File: src/rtl/multi_timer.sv
// multi_timer: N_CH independent countdown timers that share one tick strobe.
// Each channel has an IDLE / RUN / DONE state machine and a WIDTH-bit counter.
// A channel runs in one-shot mode or auto-reload mode.
//
// Optional feature: define MULTI_TIMER_PRESCALE_EN to divide timer_tick by PRESCALE.
// This uses one free-running divider shared by all channels.
//
// Ports:
//   clk           sole clock, rising edge
//   reset         synchronous, active-high reset
//   timer_tick    shared count-enable strobe
//   timer_start   per-channel start/restart strobe   [N_CH]
//   timer_pause   per-channel pause level            [N_CH]
//   timer_reload  per-channel mode, 1 = auto-reload  [N_CH]
//   load_val      per-channel start value            [N_CH*WIDTH]
//   count         per-channel current count          [N_CH*WIDTH]
//   timer_up      high while the channel is in DONE  [N_CH]
//   timer_expire  one-cycle pulse per expiry         [N_CH]
module multi_timer #(
    parameter int unsigned N_CH     = 2,
    parameter int unsigned WIDTH    = 7,
    parameter int unsigned PRESCALE = 4
) (
    input  logic                    clk,
    input  logic                    reset,
    input  logic                    timer_tick,
    input  logic [N_CH-1:0]         timer_start,
    input  logic [N_CH-1:0]         timer_pause,
    input  logic [N_CH-1:0]         timer_reload,
    input  logic [N_CH*WIDTH-1:0]   load_val,
    output logic [N_CH*WIDTH-1:0]   count,
    output logic [N_CH-1:0]         timer_up,
    output logic [N_CH-1:0]         timer_expire
);

    typedef enum logic [1:0] {
        IDLE = 2'd0,
        RUN  = 2'd1,
        DONE = 2'd2
    } state_t;

    logic eff_tick;

`ifdef MULTI_TIMER_PRESCALE_EN
    localparam int unsigned PW = (PRESCALE > 1) ? $clog2(PRESCALE) : 1;
    localparam logic [PW-1:0] PRE_LAST = PW'(PRESCALE - 1);

    logic [PW-1:0] pre_q;

    // Shared free-running divider: it advances on every timer_tick and wraps at PRESCALE-1.
    always_ff @(posedge clk) begin
        if (reset) begin
            pre_q <= '0;
        end else if (timer_tick) begin
            pre_q <= (pre_q == PRE_LAST) ? '0 : pre_q + PW'(1);
        end
    end

    // When PRESCALE == 1, pre_q stays at 0, which equals PRE_LAST. The tick then passes straight through.
    assign eff_tick = timer_tick & (pre_q == PRE_LAST);
`else
    // No divider in this build. The PRESCALE term is always true for every legal value.
    assign eff_tick = timer_tick & (PRESCALE != 0);
`endif

    for (genvar i = 0; i < N_CH; i++) begin : g_ch
        logic [WIDTH-1:0] ld;
        state_t           state_q, state_d;
        logic [WIDTH-1:0] cnt_q, cnt_d;
        logic             exp_q, exp_d;
        logic             up_q;

        assign ld = load_val[i*WIDTH +: WIDTH];

        // State register. The expire pulse and the up flag are registered here as well.
        always_ff @(posedge clk) begin
            if (reset) begin
                state_q <= IDLE;
                cnt_q   <= '0;
                exp_q   <= 1'b0;
                up_q    <= 1'b0;
            end else begin
                state_q <= state_d;
                cnt_q   <= cnt_d;
                exp_q   <= exp_d;
                up_q    <= (state_d == DONE);
            end
        end

        // Next-state logic. Start has priority over tick, pause and expiry.
        always_comb begin
            state_d = state_q;
            cnt_d   = cnt_q;
            exp_d   = 1'b0;
            if (timer_start[i]) begin
                cnt_d = ld;
                if (ld == '0) begin
                    state_d = DONE;
                    exp_d   = 1'b1;
                end else begin
                    state_d = RUN;
                end
            end else if (state_q == RUN && eff_tick && !timer_pause[i]) begin
                if (cnt_q > WIDTH'(1)) begin
                    cnt_d = cnt_q - WIDTH'(1);
                end else begin
                    exp_d = 1'b1;
                    // A reload value of zero cannot restart the run. The channel ends instead,
                    // so that count never shows 0 while in RUN.
                    if (timer_reload[i] && ld != '0) begin
                        cnt_d = ld;
                    end else begin
                        cnt_d   = '0;
                        state_d = DONE;
                    end
                end
            end
        end

        assign count[i*WIDTH +: WIDTH] = cnt_q;
        assign timer_up[i]             = up_q;
        assign timer_expire[i]         = exp_q;
    end

endmodule

File: config.mk
export PLATFORM = sky130hd
export DESIGN_NAME = multi_timer
export DESIGN_NICKNAME = d
export VERILOG_FILES = /design/src/rtl/multi_timer.sv
export SDC_FILE = /design/constraint.sdc
export NUM_CORES = 1
export LEC_CHECK = 0
export CORE_ASPECT_RATIO = 1.5
export CORE_UTILIZATION = 43
export DETAILED_ROUTE_END_ITERATION = 8
export PLACE_DENSITY_LB_ADDON = 0.25
export SLEW_MARGIN = 20
export SYNTH_ARGS = -nofsm -noshare
export SYNTH_HDL_FRONTEND = slang
export SYNTH_SLANG_ARGS = --single-unit
File: constraint.sdc
create_clock -name clk -period 1.76 [get_ports clk]
set_input_delay 0.264 -clock clk [delete_from_list [all_inputs] [get_ports clk]]
set_output_delay 0.264 -clock clk [all_outputs]
set_load 0.02 [all_outputs]
**Word-level counts from Yosys, hierarchy flattened**

Index checks and enable logic that the tools add are counted.

- Equal/unequal tests: 4
- Muxes and demuxes: 26
- Reductions and logical operators: 14
- $lt $le $gt $ge: 2
- Add/subtract/negate cells: 2

Operators with widths:

| operator | number |
|---|---|
| 2-to-1 mux 7 bit | 8 |
| 2-to-1 mux 2 bit | 10 |
| > comparator 7 x 1 -> 1 bit (second input constant) | 2 |
| logical NOT 7 bit | 2 |
| nonzero test 7 bit | 2 |
| subtractor 7 x 1 -> 7 bit (second input constant) | 2 |
| 2-to-1 mux 1 bit | 8 |
| logical AND 1 bit | 6 |
| equality test 2 x 1 -> 1 bit (second input constant) | 2 |
| equality test 2 bit (second input constant) | 2 |
| nonzero test 2 bit | 2 |
| logical NOT 1 bit | 2 |

- Input bits: 23
- Register bits: 22
- Word-level logic and storage cells: 56
- Output and inout bits: 18

**Depth between registers and ports, before layout**

- Depth in word-level cells: 7
- Gate-level depth with buffers: 6
- Gate-level depth less buffers: 6

**Worst setup path after synthesis**

OpenSTA, ideal clock, no wires.

- Path kind: register -> register
- From: register g_ch[1].cnt_q[0]
- To: register g_ch[1].cnt_q[6]
- Setup time: 0.058 ns
- Path buffers: 0
- Data required time: 1.702 ns
- Period minus slack after synthesis: 1.878 ns
- Stages on the path, launching flop included: 7
- Setup slack: -0.118 ns
- Data arrival time: 1.819 ns
- Path through: dfxtp_1 > inv_1 > ha_1 > or3b_1 > or4b_1 > a21oi_1 > o221a_2

- Word-level cells in the longest chain between the ends: 4
- Elaborated cells on any way between the ends: 5
- Classes of those cells: 1 x add/sub; 1 x order compare; 3 x mux

RTL lines:

| element | RTL line | text |
|---|---|---|
| start, declared | 69 | `logic [WIDTH-1:0] cnt_q, cnt_d;` |
| start signal, assigned | 84 | `cnt_q <= cnt_d;` |
| subtractor 7 x 1 -> 7 bit or > comparator 7 x 1 -> 1 bit (tied branches) | 105, 104 |  |
| 2-to-1 mux 7 bit (*) | 104 | `if (cnt_q > WIDTH'(1)) begin` |
| 2-to-1 mux 7 bit (*) | 103 | `end else if (state_q == RUN && eff_tick && !timer_pause[i]) begin` |
| 2-to-1 mux 7 bit (*) | 95 | `if (timer_start[i]) begin` |

Every way passes the cells marked *; elsewhere a longest branch is shown, timed or not. The select of a mux whose other input is x is not followed.
A chain may end at the register's enable or synchronous reset.

**Worst setup path after layout**

Same ends and word-level chain as after synthesis.

==> impl_metrics.yaml <==
status:
  outcome: "complete, but fails checks"
  violations: "setup timing"
detailed_routing:
  wire_per_inst_um: 17.81
  first_pass_iters: 4
  drc_errors: 0
  ant_nets: 0
  wl_mm: 5.271
  viasPerCell: 6.307
  vias: 1867
  drtIter0Drc: 84
final_layout:
  antenna_cells: 0
  drive_gt1_frac: 0.3125
  final_nets: 284
  stdcell_count: 296
  synthToLayoutAreaGrowth_pct: 61.98
  stdcell_area_mm2: 0.002410
  fillers: 232
place:
  place_area_mm2: 0.002233
  portBuffers: 40
  placed_cells: 290
  gp_congestion: 1.075
  dp_slack_ns: -0.4573
  dp_hpwl_mm: 3.947
sta:
  rsz0062_at_grt: "true"
  tightest_slew_ns: 0.5055
  clock.fmax_mhz: 562.6
  relSlewSlack: 0.6623
  skew_ns: 0.003011
  setup_viol: 2
  hold_slack_ns: 0.3494
  hold_viol_final: 0
  setup_ws_ns: -0.01746
  finalMaxSlewViolations: 0
  fin_crit_ns: 1.777
  timing.final.crit_share: 1.010
setup_path:
  cp_max_fo: 4
  rrSetupSlack_ns: -0.02
  max_stage_delay_ns: 0.49
  cp_top_family: "simple AND/OR/NAND/NOR gates"
  r2r-start: "g_ch[1].cnt_q[0]"
  crit_path_end_kind: "flop"
  path_buf_inv: 1
  worstPathArrival_ns: 1.99
  worstPathRequired_ns: 1.97
  timing.rr.end: "g_ch[1].cnt_q[6]"
  worst-setup-path-type: "reg2reg"
  start_kind: "flop"
  cp_cell_sequence: "inv_4 -> ha_4 -> or3b_4 -> or4b_4 -> a21oi_2 -> o221a_2"
  critPathSlowestCell: "or4b_4"
  r2r_cells: 6
logic_synthesis:
  synth-seq-cells: 22
  ys_warn_count: 0
  synth_top_area_cell: "dfxtp_1"
  synth_enable_flop_cells: 0
  yosysUniqueCellTypes: 57
  synth_ff_type: "dfxtp_1"
  yosysSeqAreaShare: 0.2960
  syn-num-nets: 207
  synth_area_leaders: "dfxtp_1, a21oi_1, o211ai_1, ha_1, nand2_1"
  ys_async_sr_fraction: 0
  netlist_area_mm2: 0.001488
  syn_avg_cell_area_um2: 8.265
  synth_top_area_frac: 0.2960
  synthCells: 180
global_route:
  grt_pass1_wl_mm: 8.362
  track_usage: 0.2944
  grt_max_degree: 16
  overflow: 0
  grt_pass1_vias: 1908
  antenna_found_initial: 0
hold_path:
  min_from: "load_val[11]"
  hp-class: "in2reg"
  holdPathEnd: "g_ch[1].cnt_q[4]"
  hold_depth: 3
cts:
  path_clk_slew_ns: 0.09
  clock-sinks: 22
  cts_tree: "yes"
  cts_hold_buffers: 0
  cts-root-buf: "clkbuf_8"
  clkLatencyLatePin_ns: 0.26
  cts_buffers: 3
  clockBufferDepth: 2
  cts-htree-levels: 1
floorplan:
  initial_core_util: 0.4617
  coreArea_mm2: 0.003222
  die-area_mm2: 0.003704
  ios: 41
  die_x_um: 50.03
  rows: 25
  die_h_um: 74.04
power:
  leakagePower_nw: 0.9427
  p_total_mw: 1.731
  powerDensity_mw_per_mm2: 718.2
  ir_drop_v: 0.0004898
run:
  drv_cap: 0
==> worst register-to-register path, stage by stage, from the launching register on <==
cell     delay, ns
dfxtp_4       0.37
inv_4         0.07
ha_4          0.12
or3b_4        0.38
or4b_4        0.49
a21oi_2       0.13
o221a_2       0.18
==> cell usage in the layout, fill, tap and decap left out, drive strengths merged, types with 6 or more instances in the layout <==
cell           instances
inv                    9
nand2                 12
a21oi                 11
o21ai                  6
nor2                  11
o211ai                 7
buf                   46
nand3                  6
clkdlybuf4s50         35
dfxtp                 22
==> worst max path at each step <==
stage / start / endpoint / cells after the start
2_1_floorplan: g_ch[1].cnt_q[0] / g_ch[1].cnt_q[6] / 6
3_3_place_gp: load_val[3] / g_ch[0].cnt_q[3] / 5
3_5_place_dp: load_val[3] / g_ch[0].cnt_q[2] / 5
4_1_cts: g_ch[1].cnt_q[0] / g_ch[1].cnt_q[6] / 6
5_1_grt: g_ch[1].cnt_q[0] / g_ch[1].cnt_q[4] / 7
6_report: g_ch[1].cnt_q[0] / g_ch[1].cnt_q[6] / 6
==> state kept, by name, summed over array words and instances, names as in the netlist <==
| register | flops |
|---|---|
| g_ch.cnt_q | 14 |
| g_ch.state_q | 4 |
| g_ch.up_q | 2 |
| g_ch.exp_q | 2 |
==> synth_stat cells, types with 5 or more instances <==
cell / count
o21ai_0: 5
nand2_1: 12
a21oi_1: 11
inv_1: 9
dfxtp_1: 22
clkbuf_1: 8
nand3_1: 6
nor2_1: 11
o211ai_1: 7
==> layer usage <==
layer	track usage	up-vias	wire [um]
li1	-	853	-
met1	0.2852	868	1844
met2	0.5630	115	2809
met3	0.02658	31	276
met4	0.2254	0	341
met5	0	-	0
==> power breakdown <==
group          leakage, nW  total [mW]  internal, mW  switching, mW
Sequential           0.183       0.574         0.536         0.0379
Combinational        0.724       0.677         0.333          0.344
Clock               0.0357       0.480         0.304          0.176
Total                0.943        1.73          1.17          0.558
==> metrics by stage <==
step,util,setup TNS (ns)
after floorplan,-,-0.01229
after global placement,0.6932,-3.937
after detailed placement,0.6932,-4.696
after CTS,0.7223,-0.02588
after global routing,0.7480,-0.1507
final,0.7480,-0.03346
==> timing repair <==
item                       in CTS  in global routing
pin swaps                       5                 10
setup buffers                   1                  1
cloned                          0                  0
setup endpoints to repair      14                 13
gates resized for setup        10                 15
==> layout make-up <==
class,count,area [um2],area share
multi-input cells,135,1041,0.4320
repair buffers,86,759.5,0.3152
flip-flops and latches,22,449.2,0.1864
well taps,40,50.05,0.02077
clock buffers,3,41.29,0.01713
inverters,9,38.79,0.01610
clock inverters,1,30.03,0.01246
==> cells by family (layout without fill, tap and decap cells) <==
group	count (synthesis)	after routing	share of synthesized area
DFF	22	22	0.2960
AOI/OAI and AO/OA	69	69	0.3406
xor gates and xnor gates	2	2	0.01178
adders and majority gates	4	4	0.03364
and+or+nand+nor	58	58	0.2304
muxes	2	2	0.01346
buffers and inverters	23	99	0.07401
No activity file was read; power rests on OpenSTA's default activity.
